[config.mk]
export PLATFORM = sky130hd
export DESIGN_NAME = pc_fetch_unit
export DESIGN_NICKNAME = d
export VERILOG_FILES = /design/src/rtl/pc_fetch_unit_pkg.sv /design/src/rtl/next_pc_calc.sv /design/src/rtl/pc_fetch_unit.sv
export SDC_FILE = /design/constraint.sdc
export NUM_CORES = 1
export LEC_CHECK = 0
export ABC_AREA = 1
export ABC_CLOCK_PERIOD_IN_PS = 2950
export CORE_MARGIN = 5
export CORE_UTILIZATION = 51
export CTS_CLUSTER_SIZE = 8
export DETAILED_ROUTE_END_ITERATION = 10
export GPL_ROUTABILITY_DRIVEN = 0
export HOLD_SLACK_MARGIN = 0.1
export PLACE_DENSITY = 0.83
export SETUP_SLACK_MARGIN = 0.15
export SYNTH_ARGS = -nofsm -noshare
export SYNTH_HDL_FRONTEND = slang
export SYNTH_SLANG_ARGS = --single-unit
[constraint.sdc]
create_clock -name clk -period 2.95 [get_ports clk]
set_input_delay 0.295 -clock clk [delete_from_list [all_inputs] [get_ports clk]]
set_output_delay 0.295 -clock clk [all_outputs]
set_load 0.05 [all_outputs]
[src/rtl/pc_fetch_unit_pkg.sv]
// Shared definitions for the PC/fetch unit: next-PC select codes, fetch FSM
// states and architectural constants.
package pc_fetch_unit_pkg;

  typedef enum logic [1:0] {
    SEL_SEQ  = 2'b00,
    SEL_BR   = 2'b01,
    SEL_JALR = 2'b10,
    SEL_JAL  = 2'b11
  } sel_e;

  typedef enum logic [1:0] {
    FETCH = 2'b00,
    WAIT  = 2'b01,
    EXEC  = 2'b10,
    HALT  = 2'b11
  } state_e;

  localparam logic [31:0] NOP_INSTR        = 32'h0000_0013;
  localparam logic [31:0] DEFAULT_RESET_PC = 32'h0000_0000;
  localparam logic [31:0] INSTR_BYTES      = 32'd4;

endpackage

[src/rtl/next_pc_calc.sv]
// Combinational next-PC selection; flags targets that are not word aligned.
module next_pc_calc
  import pc_fetch_unit_pkg::*;
(
  input  logic [31:0] pc,
  input  sel_e        sel,
  input  logic        branch_taken,
  input  logic [31:0] imm,
  input  logic [31:0] rs1_data,
  output logic [31:0] next_pc,
  output logic        misaligned
);

  logic [31:0] seq_pc;
  logic [31:0] rel_pc;
  logic [31:0] jalr_pc;

  // All sums wrap modulo 2^32 by construction of the 32-bit adders.
  assign seq_pc  = pc + INSTR_BYTES;
  assign rel_pc  = pc + imm;
  assign jalr_pc = (rs1_data + imm) & ~32'h1;

  always_comb begin
    // NOTE: default first so every path assigns next_pc and no latch is inferred.
    next_pc = seq_pc;
    case (sel)
      SEL_SEQ:  next_pc = seq_pc;
      SEL_BR:   next_pc = branch_taken ? rel_pc : seq_pc;
      SEL_JALR: next_pc = jalr_pc;
      SEL_JAL:  next_pc = rel_pc;
    endcase
  end

  assign misaligned = |next_pc[1:0];

endmodule

[src/rtl/pc_fetch_unit.sv]
// Program counter and single-outstanding instruction fetch sequencer:
// FETCH issues one request, WAIT collects it, EXEC holds it until commit.
module pc_fetch_unit
  import pc_fetch_unit_pkg::*;
#(
  parameter logic [31:0] RESET_PC = DEFAULT_RESET_PC
) (
  input  logic        clk,
  input  logic        rst_n,
  input  logic [1:0]  sel_bit_mux,
  input  logic        branch_taken,
  input  logic [31:0] imm,
  input  logic [31:0] rs1_data,
  input  logic        commit,
  output logic        imem_req,
  output logic [31:0] imem_addr,
  input  logic        imem_rvalid,
  input  logic [31:0] imem_rdata,
  output logic [31:0] instr,
  output logic        instr_valid,
  output logic [31:0] pc,
  output logic [31:0] pc_plus4,
  output logic        misalign_err
);

  state_e      state;
  logic [31:0] next_pc;
  logic        misaligned;

  next_pc_calc u_next_pc_calc (
    .pc           (pc),
    .sel          (sel_e'(sel_bit_mux)),
    .branch_taken (branch_taken),
    .imm          (imm),
    .rs1_data     (rs1_data),
    .next_pc      (next_pc),
    .misaligned   (misaligned)
  );

  assign imem_addr = pc;
  assign pc_plus4  = pc + INSTR_BYTES;

  // NOTE: sequential state uses non-blocking assignments only, so every
  // register samples the pre-edge values regardless of statement order.
  always_ff @(posedge clk or negedge rst_n) begin
    if (!rst_n) begin
      state        <= FETCH;
      pc           <= RESET_PC;
      instr        <= NOP_INSTR;
      instr_valid  <= 1'b0;
      imem_req     <= 1'b0;
      misalign_err <= 1'b0;
    end else begin
      case (state)
        FETCH: begin
          imem_req <= 1'b1;
          state    <= WAIT;
        end
        WAIT: begin
          // The request is a single-cycle pulse; the response may take any time.
          imem_req <= 1'b0;
          if (imem_rvalid) begin
            instr       <= imem_rdata;
            instr_valid <= 1'b1;
            state       <= EXEC;
          end
        end
        EXEC: begin
          if (commit) begin
            instr_valid <= 1'b0;
            if (misaligned) begin
              misalign_err <= 1'b1;
              state        <= HALT;
            end else begin
              pc    <= next_pc;
              state <= FETCH;
            end
          end
        end
        HALT: begin
          imem_req    <= 1'b0;
          instr_valid <= 1'b0;
        end
      endcase
    end
  end

endmodule

# == Word level (Yosys, flattened, before mapping) ==
# Index checks and enable logic that the tools add are counted.
# classes
add_sub_neg,3
eq_ne,8
muxes,10
n_bitwise,1
reduce_logical,12
# op_table
op,count
32-bit one-hot mux with 4 select lines,1
32-bit adder,2
"32-bit by 3-bit adder with 32-bit output, second input constant",1
32-bit two-way mux,1
3-bit AND reduction,4
"2-bit equality test, second input constant",4
2-bit two-way mux,3
2-bit one-hot mux with 3 select lines,1
3-bit nonzero test,2
"2-bit by 1-bit equality test with 1-bit output, second input constant",2
2-bit zero test,2
"2-bit inequality test, second input constant",2
2-bit OR reduction,2
1-bit one-hot mux with 3 select lines,1
1-bit two-way mux,2
1-bit one-hot mux with 2 select lines,1
2-bit AND reduction,1
2-bit nonzero test,1
1-bit inverter,1
# word_totals
ff_bits,69
output_inout_bits,131
wordCells,40

# == Longest topological paths before layout ==
# depth
word_depth,7
depth_mapped,16

# == Modules after synthesis ==
# A second synthesis with hierarchy kept.
# hier_totals
cells_unflattened,1578
hier_area_um2,9490.4
# modules_own_cells
mod,instances,cells_each,area_each_um2,seq_area_each_um2
next_pc_calc,1,1139,5645.4,0.0
pc_fetch_unit,1,439,3844.9,1730.4

# == Worst setup path before layout ==
# OpenSTA, ideal clock, no wires.
# synth_timing
path_kind,reg2reg
start,"register pc[2], in the netlist imem_addr[2]"
end,"register pc[16], in the netlist imem_addr[16]"
setup_ns,0.063
arrival_time_ns,2.691
required_time_ns,2.887
setup_slack_ns,0.197
stages_incl_launch_ff,11
path_buffers,0
cell_sequence,dfrtp_1 -> ha_1 -> nand3_2 -> inv_1 -> nand2_2 -> nor3_4 -> xor2_1 -> nand2_1 -> nand4_1 -> nand2_1 -> inv_1
# synth_via
elab_chain_len,3
word_cells_on_any_way,4
classes_between,add/sub (2); mux (2)
# synth_lines
element,line,source
from (decl),pc_fetch_unit.sv:21,"output logic [31:0] pc,"
from (signal assigned),pc_fetch_unit.sv:75,pc <= next_pc;
32-bit by 3-bit adder with 32-bit output *,--,
named net pc_plus4[16],pc_fetch_unit.sv:22,"output logic [31:0] pc_plus4,"
32-bit two-way mux,next_pc_calc.sv:28,SEL_BR: next_pc = branch_taken ? rel_pc : seq_pc;
32-bit one-hot mux with 4 select lines *,next_pc_calc.sv:26,case (sel)
# Mark *: on every way through the listed nets, which the timed path passes. The rest lies on a longest branch.
# A chain may end at the register's enable or synchronous reset.

# == Final worst setup path ==
# layout_timing
start,"register pc[2], in the netlist imem_addr[2]"
end,output pc_plus4[24]
# layout_via
elab_chain_len,1
# layout_lines
element,line,source
32-bit by 3-bit adder with 32-bit output,pc_fetch_unit.sv:41,assign pc_plus4 = pc + INSTR_BYTES;
to (decl),pc_fetch_unit.sv:22,
# Every way passes these cells.

==> impl_metrics.ini <==
[grt]
overflow = 0
antenna_found_initial = 0
grt_pass1_vias = 10464
grt_use_total_pct = 31.1
grt_first_pass_wirelength_um = 51200
grt_max_degree = 38

[logic_synthesis]
synth_top_area_cell = nand2_1
yosysSeqAreaShare_pct = 18.7
ys_ff_latch = 69
syn-num-nets = 1811
synth.area.top_cells = nand2_1 25%, dfrtp_1 18%, inv_1 14%
synthArstFlopShare_pct = 100
synth-edff-count = 0
synth_top_area_share_pct = 25.3
ys.flop_type = dfrtp_1
synth_area_um2 = 9250
synth_cell_types = 43
synth_cells = 1640
yosysWarnings = 0
avgSynthCellArea_um2 = 5.64

[critical_path]
rr_worst_depth = 14
worstSetupPathType = reg -> out
arrival_ns = 2.36
cp-end-kind = output port
path_max_fanout = 10
worst_ep_required_time_ns = 2.65
start_kind = flip-flop

[clocking]
clk_path_buf_depth = 2
post_cts_buffers = 0
cts_tree = built
insertion_delay_ns = 0.33
htree_levels = 3
clk_pin_slew_ns = 0.06
cts.sinks = 69
root_buffer = clkbuf_16
cts_made_buffers = 9

[layout]
syn2layout_area_growth_pct = 29.1
nFillCells = 1666
drive_gt1_share_pct = 5.77
final_cell_mix = 624 x nand2_1, 344 x inv_1, 207 x clkdlybuf4s50_1
fin_nets = 2020
final_common_cell = nand2_1
num_antenna_cells = 0

[sta]
relSlewSlack_pct = 49.0
finalHoldViolCount = 0
finalSetupTns_ns = 0
slew_viol_final = 0
rsz0062_at_grt = yes
period_share_pct = 89.9
skew_ns = 0.00611
tightest_slew_ns = 0.765
min_period_ns = 2.65
finalSetupViolCount = 0
fmax_ghz = 0.377

[power_and_ir_drop]
p_leak_nw = 6.78
irDropWorstVdd_mv = 1.01
powerDensity_nw_per_um2 = 1090
fin_total_pwr_w = 0.0131

[routing]
wl_per_cell_um = 15.6
vias_per_cell = 5.23
wl_um = 32500
drc = 0
first_iter_violations = 977
drtPass1Iterations = 6
vias = 10901
antenna_left = 0

[min_path]
min_path_cells = 1
worstHoldPathType = reg -> reg

[floorplan]
dieWidth_um = 145
io_pins = 234
die_area_um2 = 20900
die_y_um = 145
start_util_pct = 51.6
rows = 49
core_area_um2 = 17900

[place]
io_buffers = 233
dp_hpwl_um = 27400

[outcome]
status = finished clean

[run]
drv_cap = 0
[Yosys cell counts, types with 4 or more instances]
cell,count
a21boi_0,5
a21oi_1,50
o21bai_1,4
xor2_1,11
o21ai_0,41
o22ai_1,10
nand4_1,11
o21ai_1,7
inv_2,4
inv_1,344
nor2_1,123
nor3_1,16
nand2_1,624
buf_4,36
nand3_1,123
and2_1,9
mux2_2,32
nand3b_1,11
or2_2,5
dfrtp_1,66
ha_1,66
clkbuf_1,7
[routing by layer]
layer / vias up / wire length (um) / GRT usage, %
li1: 5431 / - / -
met1: 4857 / 12900 / 38.6
met2: 535 / 15000 / 52.9
met3: 78 / 3410 / 6.44
met4: 0 / 1140 / 12.2
met5: - / 0 / 0
[cells by family after synthesis]
kind of cell,after synthesis,share of synthesized area (%)
AND/OR/NAND/NOR,936,41.6
buffers and inverters,397,17.6
AO/OA/AOI/OAI,124,7.44
flip-flops,69,18.7
adder cells (fa/ha/maj),68,9.36
multiplexers,32,3.90
XOR/XNOR,14,1.33
[where the power goes]
part | leakage, nW | internal (W) | switching [W]
Clock | 0.143 | 0.000674 | 0.000391
Sequential | 0.786 | 0.00143 | 0.000703
Combinational | 5.85 | 0.00316 | 0.00670
Total | 6.78 | 0.00526 | 0.00780
[critical path: stages (launching register included)]
cell and delay [ns]:
dfrtp_2 0.52, ha_1 0.29, nand3_2 0.14, inv_1 0.17, nand2_2 0.13, nor3_4 0.25
nand2_1 0.08, nand2_1 0.07, nand2_1 0.11, inv_1 0.12, buf_12 0.14
[what timing repair did]
item / CTS / global route
pin swaps: 0 / 0
endpoints found under the setup margin: 3 / 1
hold endpoints to repair: 29 / 0
hold buffers: 1 / 0
gates resized for setup: 3 / 1
[flip-flops by register name, indices dropped and copies added (netlist names)]
| register | count |
|---|---|
| imem_addr | 32 |
| instr | 32 |
| state | 2 |
| imem_req | 1 |
| instr_valid | 1 |
| misalign_err | 1 |
[layout make-up]
cell class                 instances  area [um2]  area share [%]
clock inverter                     4        47.5           0.398
timing repair buffer             247        2420            20.3
sequential                        69        1730            14.5
multi-input combinational       1174        5890            49.4
tap                              229         287            2.40
clock buffer                      12         246            2.06
inverter                         348        1310            10.9
[per-stage QoR]
| stage | worst slack (ns) | utilization, % | hold slack [ns] | instance area [um2] | std cells |
|---|---|---|---|---|---|
| after detailed placement | 0.202 | 64.9 | 0.411 | 11600 | 2066 |
| after global placement | 0.275 | 64.9 | 0.412 | 11600 | 2066 |
| after CTS | 0.255 | 66.6 | 0.483 | 11900 | 2083 |
| after global routing | 0.122 | 66.7 | 0.489 | 11900 | 2083 |
| after floorplan | 0.197 | - | -0.000591 | 9250 | 1640 |
| final | 0.298 | 66.7 | 0.475 | 11900 | 2083 |
[path summary, 6_finish.rpt]
path	endpoint	start	slack, ns
hold reg to reg	misalign_err	misalign_err	0.47
hold / removal	misalign_err	misalign_err	0.47
setup reg to reg	imem_addr[15]	imem_addr[0]	0.43
min in group asynchronous	instr[24]	rst_n	0.58
setup / recovery	pc_plus4[24]	imem_addr[2]	0.30
max in group asynchronous	imem_addr[2]	rst_n	1.71
(Power assumes the default switching activity.)
==> variant 1, RTL diff (same settings) <==
Reset style: synchronous (`rst_n`), changed in one clocked block.
--- a/src/rtl/pc_fetch_unit.sv
+++ b/src/rtl/pc_fetch_unit.sv
@@ -42,7 +42,7 @@
 
   // NOTE: sequential state uses non-blocking assignments only, so every
   // register samples the pre-edge values regardless of statement order.
-  always_ff @(posedge clk or negedge rst_n) begin
+  always_ff @(posedge clk) begin
     if (!rst_n) begin
       state        <= FETCH;
       pc           <= RESET_PC;
Formal check against the unedited RTL: differs if rst_n is asserted again (counterexample within 4 cycles, from zero or initial values and one cycle with rst_n low); with rst_n held inactive, the same outputs for 4 cycles.
==> variant 1 against the original RTL <==
Cell area shrank 0.66%; area after synthesis is 2.5% lower; worst setup slack worse by 0.099 ns; highest routed layer unchanged; final cell count grew 2.9%; count of clock-buffer cells in the layout decreased by 2; hold slack got worse by 0.0061 ns; sequential cell count is the same; clock skew rose by 0.0025 ns; wire length up 1.7%.
Power is not compared: it rests on default switching activity, and its combinational part moved more than twofold at a synthesized area within 25%.
==> variant 1: results (changes against the original RTL) <==
[global_route]
grt_pass1_wl_um = 51400  ; was 51200 um
first_global_vias = 10400  ; was 10500
grt_max_degree = 44  ; was 38
grt_util_all_layers_pct = 31.4  ; was 31.1%

[detailed_routing]
wl_um = 33100  ; was 32500 um
viasPerCell = 5.22  ; was 5.23
drt_iter0_drc = 1114  ; was 977

[yosys]
synth_commonest_cells = 601 x nand2_1, 328 x inv_1, 176 x nor2_1, 130 x nand3_1, 85 x a21oi_1  ; was 624 x nand2_1, 344 x inv_1, 123 x nand3_1, 123 x nor2_1
async_flop_share_pct = 0  ; was 100%
synth_cell_types = 36  ; was 43
synth.net_count = 1879  ; was 1811
synth_seq_area_share_pct = 15.3  ; was 18.7%
synth_flop_cell = dfxtp_1  ; was dfrtp_1
synthTopCellsByArea = nand2_1 25%, dfxtp_1 15%, inv_1 14%  ; was nand2_1 25%, dfrtp_1 18%, inv_1 14%

[final_layout]
multi_input_area_share_pct = 50.8  ; was 49.4%
nNonClkBuffers = 255  ; was 247
clk_share_pct = 3.34  ; was 2.46%
final_nets = 2085  ; was 2020
n_fill_cell = 1688  ; was 1666
drive_above_1_share_pct = 4.17  ; was 5.77%
nClkBuffers = 10  ; was 12
bufAreaShareNonClock_pct = 21.1  ; was 20.3%
seq_cells = 69  ; unchanged
layout.non_clock_inverters = 337  ; was 348

[setup_path]
cp_max_fo = 9  ; was 10
arrival_ns = 2.46  ; was 2.36 ns
max_stage_delay_ns = 0.80  ; was 0.52 ns
slowest_stage = clkdlybuf4s50_1  ; was dfrtp_2
path_delay_family = buffers and inverters  ; was simple AND/OR/NAND/NOR gates

[pwr]
power.leakage_uw = 0.00643
pwr-share-comb_pct = 50.2

[cts]
htree_levels = 3  ; unchanged
cts_resized = 2  ; was 3

[timing]
slew_headroom_pct = 49.3  ; was 49.0%
fin_skew_ns = 0.00863  ; was 0.00611 ns

[run_status]
status = finished clean  ; unchanged

[place]
place_hpwl_um = 27500  ; was 27400 um

## variant 1: cell count changes after synthesis, sizes merged, moves of 10 or more
| cell | change |
|---|---|
| nor2 | +54 |
| mux2 | -32 |
| o21ai | +14 |
| nand2 | -22 |
| dfrtp | -66 |
| clkbuf | +12 |
| a21oi | +34 |
| dfxtp | +69 |
| inv | -18 |
| xor2 | +10 |
## variant 1: metrics by stage
step                      worst slack [ns]  hold WS, ns  instance area, um2  util, %  instances
final                                0.200        0.469               11900     68.6       2144
after global placement               0.260        0.449               11500     66.2       2128
after floorplan                      0.328        0.408                9020        -       1708
after detailed placement             0.198        0.458               11500     66.2       2128
after CTS                            0.228        0.467               11800     68.5       2144
after global routing                 0.146        0.492               11900     68.6       2144
## variant 1: worst paths after layout
path	startpoint	endpoint	slack, ns	depth (start not counted)
worst max-delay path	imem_addr[2]	pc_plus4[9]	0.20	7
worst min-delay path	instr_valid	instr_valid	0.47	2
worst max register to register	imem_addr[0]	imem_addr[20]	0.37	12
worst min register to register	instr_valid	instr_valid	0.47	2
## variant 1: metal layers
layer  track usage (%)  part of all wire [%]  up-vias
met1              39.3                    39     4840
met2              52.2                    44      616
li1                  -                     -     5639
met5                 0                     0        -
met3              7.47                    12       91
met4              12.7                   4.0        0
## variant 1: tightest hold or removal path: stages (launching register included)
cell	delay (ns)
dfxtp_1	0.32
inv_1	0.05
a21oi_1	0.05
## variant 1: kinds of logic after synthesis
| kind of cell | synth area share [%] |
|---|---|
| AND/OR/NAND/NOR | 45.0 |
| buffers and inverters | 18.0 |
| AO/OA/AOI/OAI | 9.49 |
| flip-flops | 15.3 |
| adder cells (fa/ha/maj) | 9.60 |
| XOR/XNOR | 2.62 |
==> variant 2, RTL diff (config.mk and constraints unchanged) <==
Without the edit above. Register the output `instr_valid` once more, without a reset; this adds one clock of latency there. The other outputs are not delayed to match.
--- a/src/rtl/pc_fetch_unit.sv
+++ b/src/rtl/pc_fetch_unit.sv
@@ -23,6 +23,8 @@
   output logic        misalign_err
 );
 
+  logic instr_valid_s0;
+
   state_e      state;
   logic [31:0] next_pc;
   logic        misaligned;
@@ -47,7 +49,7 @@
       state        <= FETCH;
       pc           <= RESET_PC;
       instr        <= NOP_INSTR;
-      instr_valid  <= 1'b0;
+      instr_valid_s0 <= 1'b0;
       imem_req     <= 1'b0;
       misalign_err <= 1'b0;
     end else begin
@@ -61,13 +63,13 @@
           imem_req <= 1'b0;
           if (imem_rvalid) begin
             instr       <= imem_rdata;
-            instr_valid <= 1'b1;
+            instr_valid_s0 <= 1'b1;
             state       <= EXEC;
           end
         end
         EXEC: begin
           if (commit) begin
-            instr_valid <= 1'b0;
+            instr_valid_s0 <= 1'b0;
             if (misaligned) begin
               misalign_err <= 1'b1;
               state        <= HALT;
@@ -79,11 +81,15 @@
         end
         HALT: begin
           imem_req    <= 1'b0;
-          instr_valid <= 1'b0;
+          instr_valid_s0 <= 1'b0;
         end
       endcase
     end
   end
 
+  always_ff @(posedge clk) begin
+    instr_valid <= instr_valid_s0;
+  end
+
 endmodule
 
Function: changed (Yosys sat finds a counterexample within 4 cycles, from zero or initial values and one cycle with rst_n low).
==> variant 2 against the original RTL <==
Area after synthesis fell by 3.5%; sequential share of layout area rose by 0.47 points; cell area fell by 1.9%; power fell by 1.3%; wire length rose by 3.7%; sequential power fell by 6%; worst setup slack got worse by 0.055 ns; clock skew barely moved; first-iteration DRC count rose by 9.7%; sequential cell count rose by 1; global-route usage rose by 1.7 points; via count fell by 0.32%; synthesized cell count fell by 6.6%; highest routed layer unchanged.
==> variant 2: results (changes against the original RTL) <==
[setup_path]
cp_max_fo = 7  ; was 10
r2r_end = imem_addr[27]  ; was imem_addr[15]
reg2reg_setup_slack_ns = 0.37  ; was 0.43 ns
arrival_ns = 2.41  ; was 2.36 ns

[run_status]
status = finished clean  ; unchanged

[yosys]
synth_compound_area_share_pct = 8.68  ; was 7.44%
synth.net_count = 1702  ; was 1811
synth_cell_types = 48  ; was 43
synth_xor_xnor_area_share_pct = 1.37  ; was 1.33%
synth_commonest_cells = 541 x nand2_1, 288 x inv_1, 126 x nand3_1, 118 x nor2_1, 67 x a21oi_1  ; was 624 x nand2_1, 344 x inv_1, 123 x nand3_1, 123 x nor2_1
ys_ff_latch = 70  ; was 69
synth_seq_area_share_pct = 19.6  ; was 18.7%
async_flop_share_pct = 98.6  ; was 100%

[cts]
cts_resized = 2  ; was 3

[final_layout]
final_nets = 1919  ; was 2020
n_fill_cell = 1537  ; was 1666
layout.non_clock_inverters = 293  ; was 348
drive_above_1_share_pct = 6.79  ; was 5.77%
nNonClkBuffers = 255  ; was 247
design_area_um2 = 11700  ; was 11900 um2
regArea_um2 = 1750  ; was 1730 um2
nClkBuffers = 11  ; was 12
multi_input_area_um2 = 5750  ; was 5890 um2
fin_cells = 1978  ; was 2083
bufAreaShareNonClock_pct = 21.3  ; was 20.3%

[pwr]
power.leakage_uw = 0.00635  ; was 0.00678 uW
switchingPower_uw = 7570  ; was 7800 uW
sequentialPowerShare_pct = 15.5  ; was 16.3%
p_sw_share_pct = 58.8  ; was 59.7%

[detailed_routing]
viasPerCell = 5.49  ; was 5.23
drt_iter0_drc = 1072  ; was 977
wl_per_cell_um = 17.0  ; was 15.6 um

[timing]
tightest_slew_ns = 0.827  ; was 0.765 ns
fin_skew_ns = 0.00585  ; was 0.00611 ns

[place]
place_hpwl_um = 27300  ; was 27400 um
dp_slack_ns = 0.167  ; was 0.202 ns

[hold_path]
min_from = instr_valid_s0  ; was misalign_err
hold_depth = 0  ; was 1

[variant 2: cell types whose count changed after synthesis, sizes merged, moves of 5 or more]
cell,delta
a21oi,+17
o22ai,-7
nor2,-6
nand3b,+5
nand4,+6
nand2,-84
nor3,+7
inv,-57
or2,+6
[variant 2: how the worst max path moves through the flow]
stage               cells after the start             to  slack, ns         start
floorplan                               9  imem_addr[10]       0.14  imem_addr[2]
global placement                       15  imem_addr[27]       0.25        imm[0]
detailed placement                     15  imem_addr[27]       0.17        imm[0]
CTS                                     7   pc_plus4[18]       0.16  imem_addr[3]
global route                           14  imem_addr[22]       0.16  imem_addr[0]
finish                                  7   pc_plus4[18]       0.24  imem_addr[2]
[variant 2: routing by layer]
metal  GRT usage, %  part of all wire, %  vias up
met5              0                    0        -
met4           16.4                  5.3        0
met3           7.96                   12      114
met2           53.4                   45      683
met1           40.4                   38     4864
li1               -                    -     5205
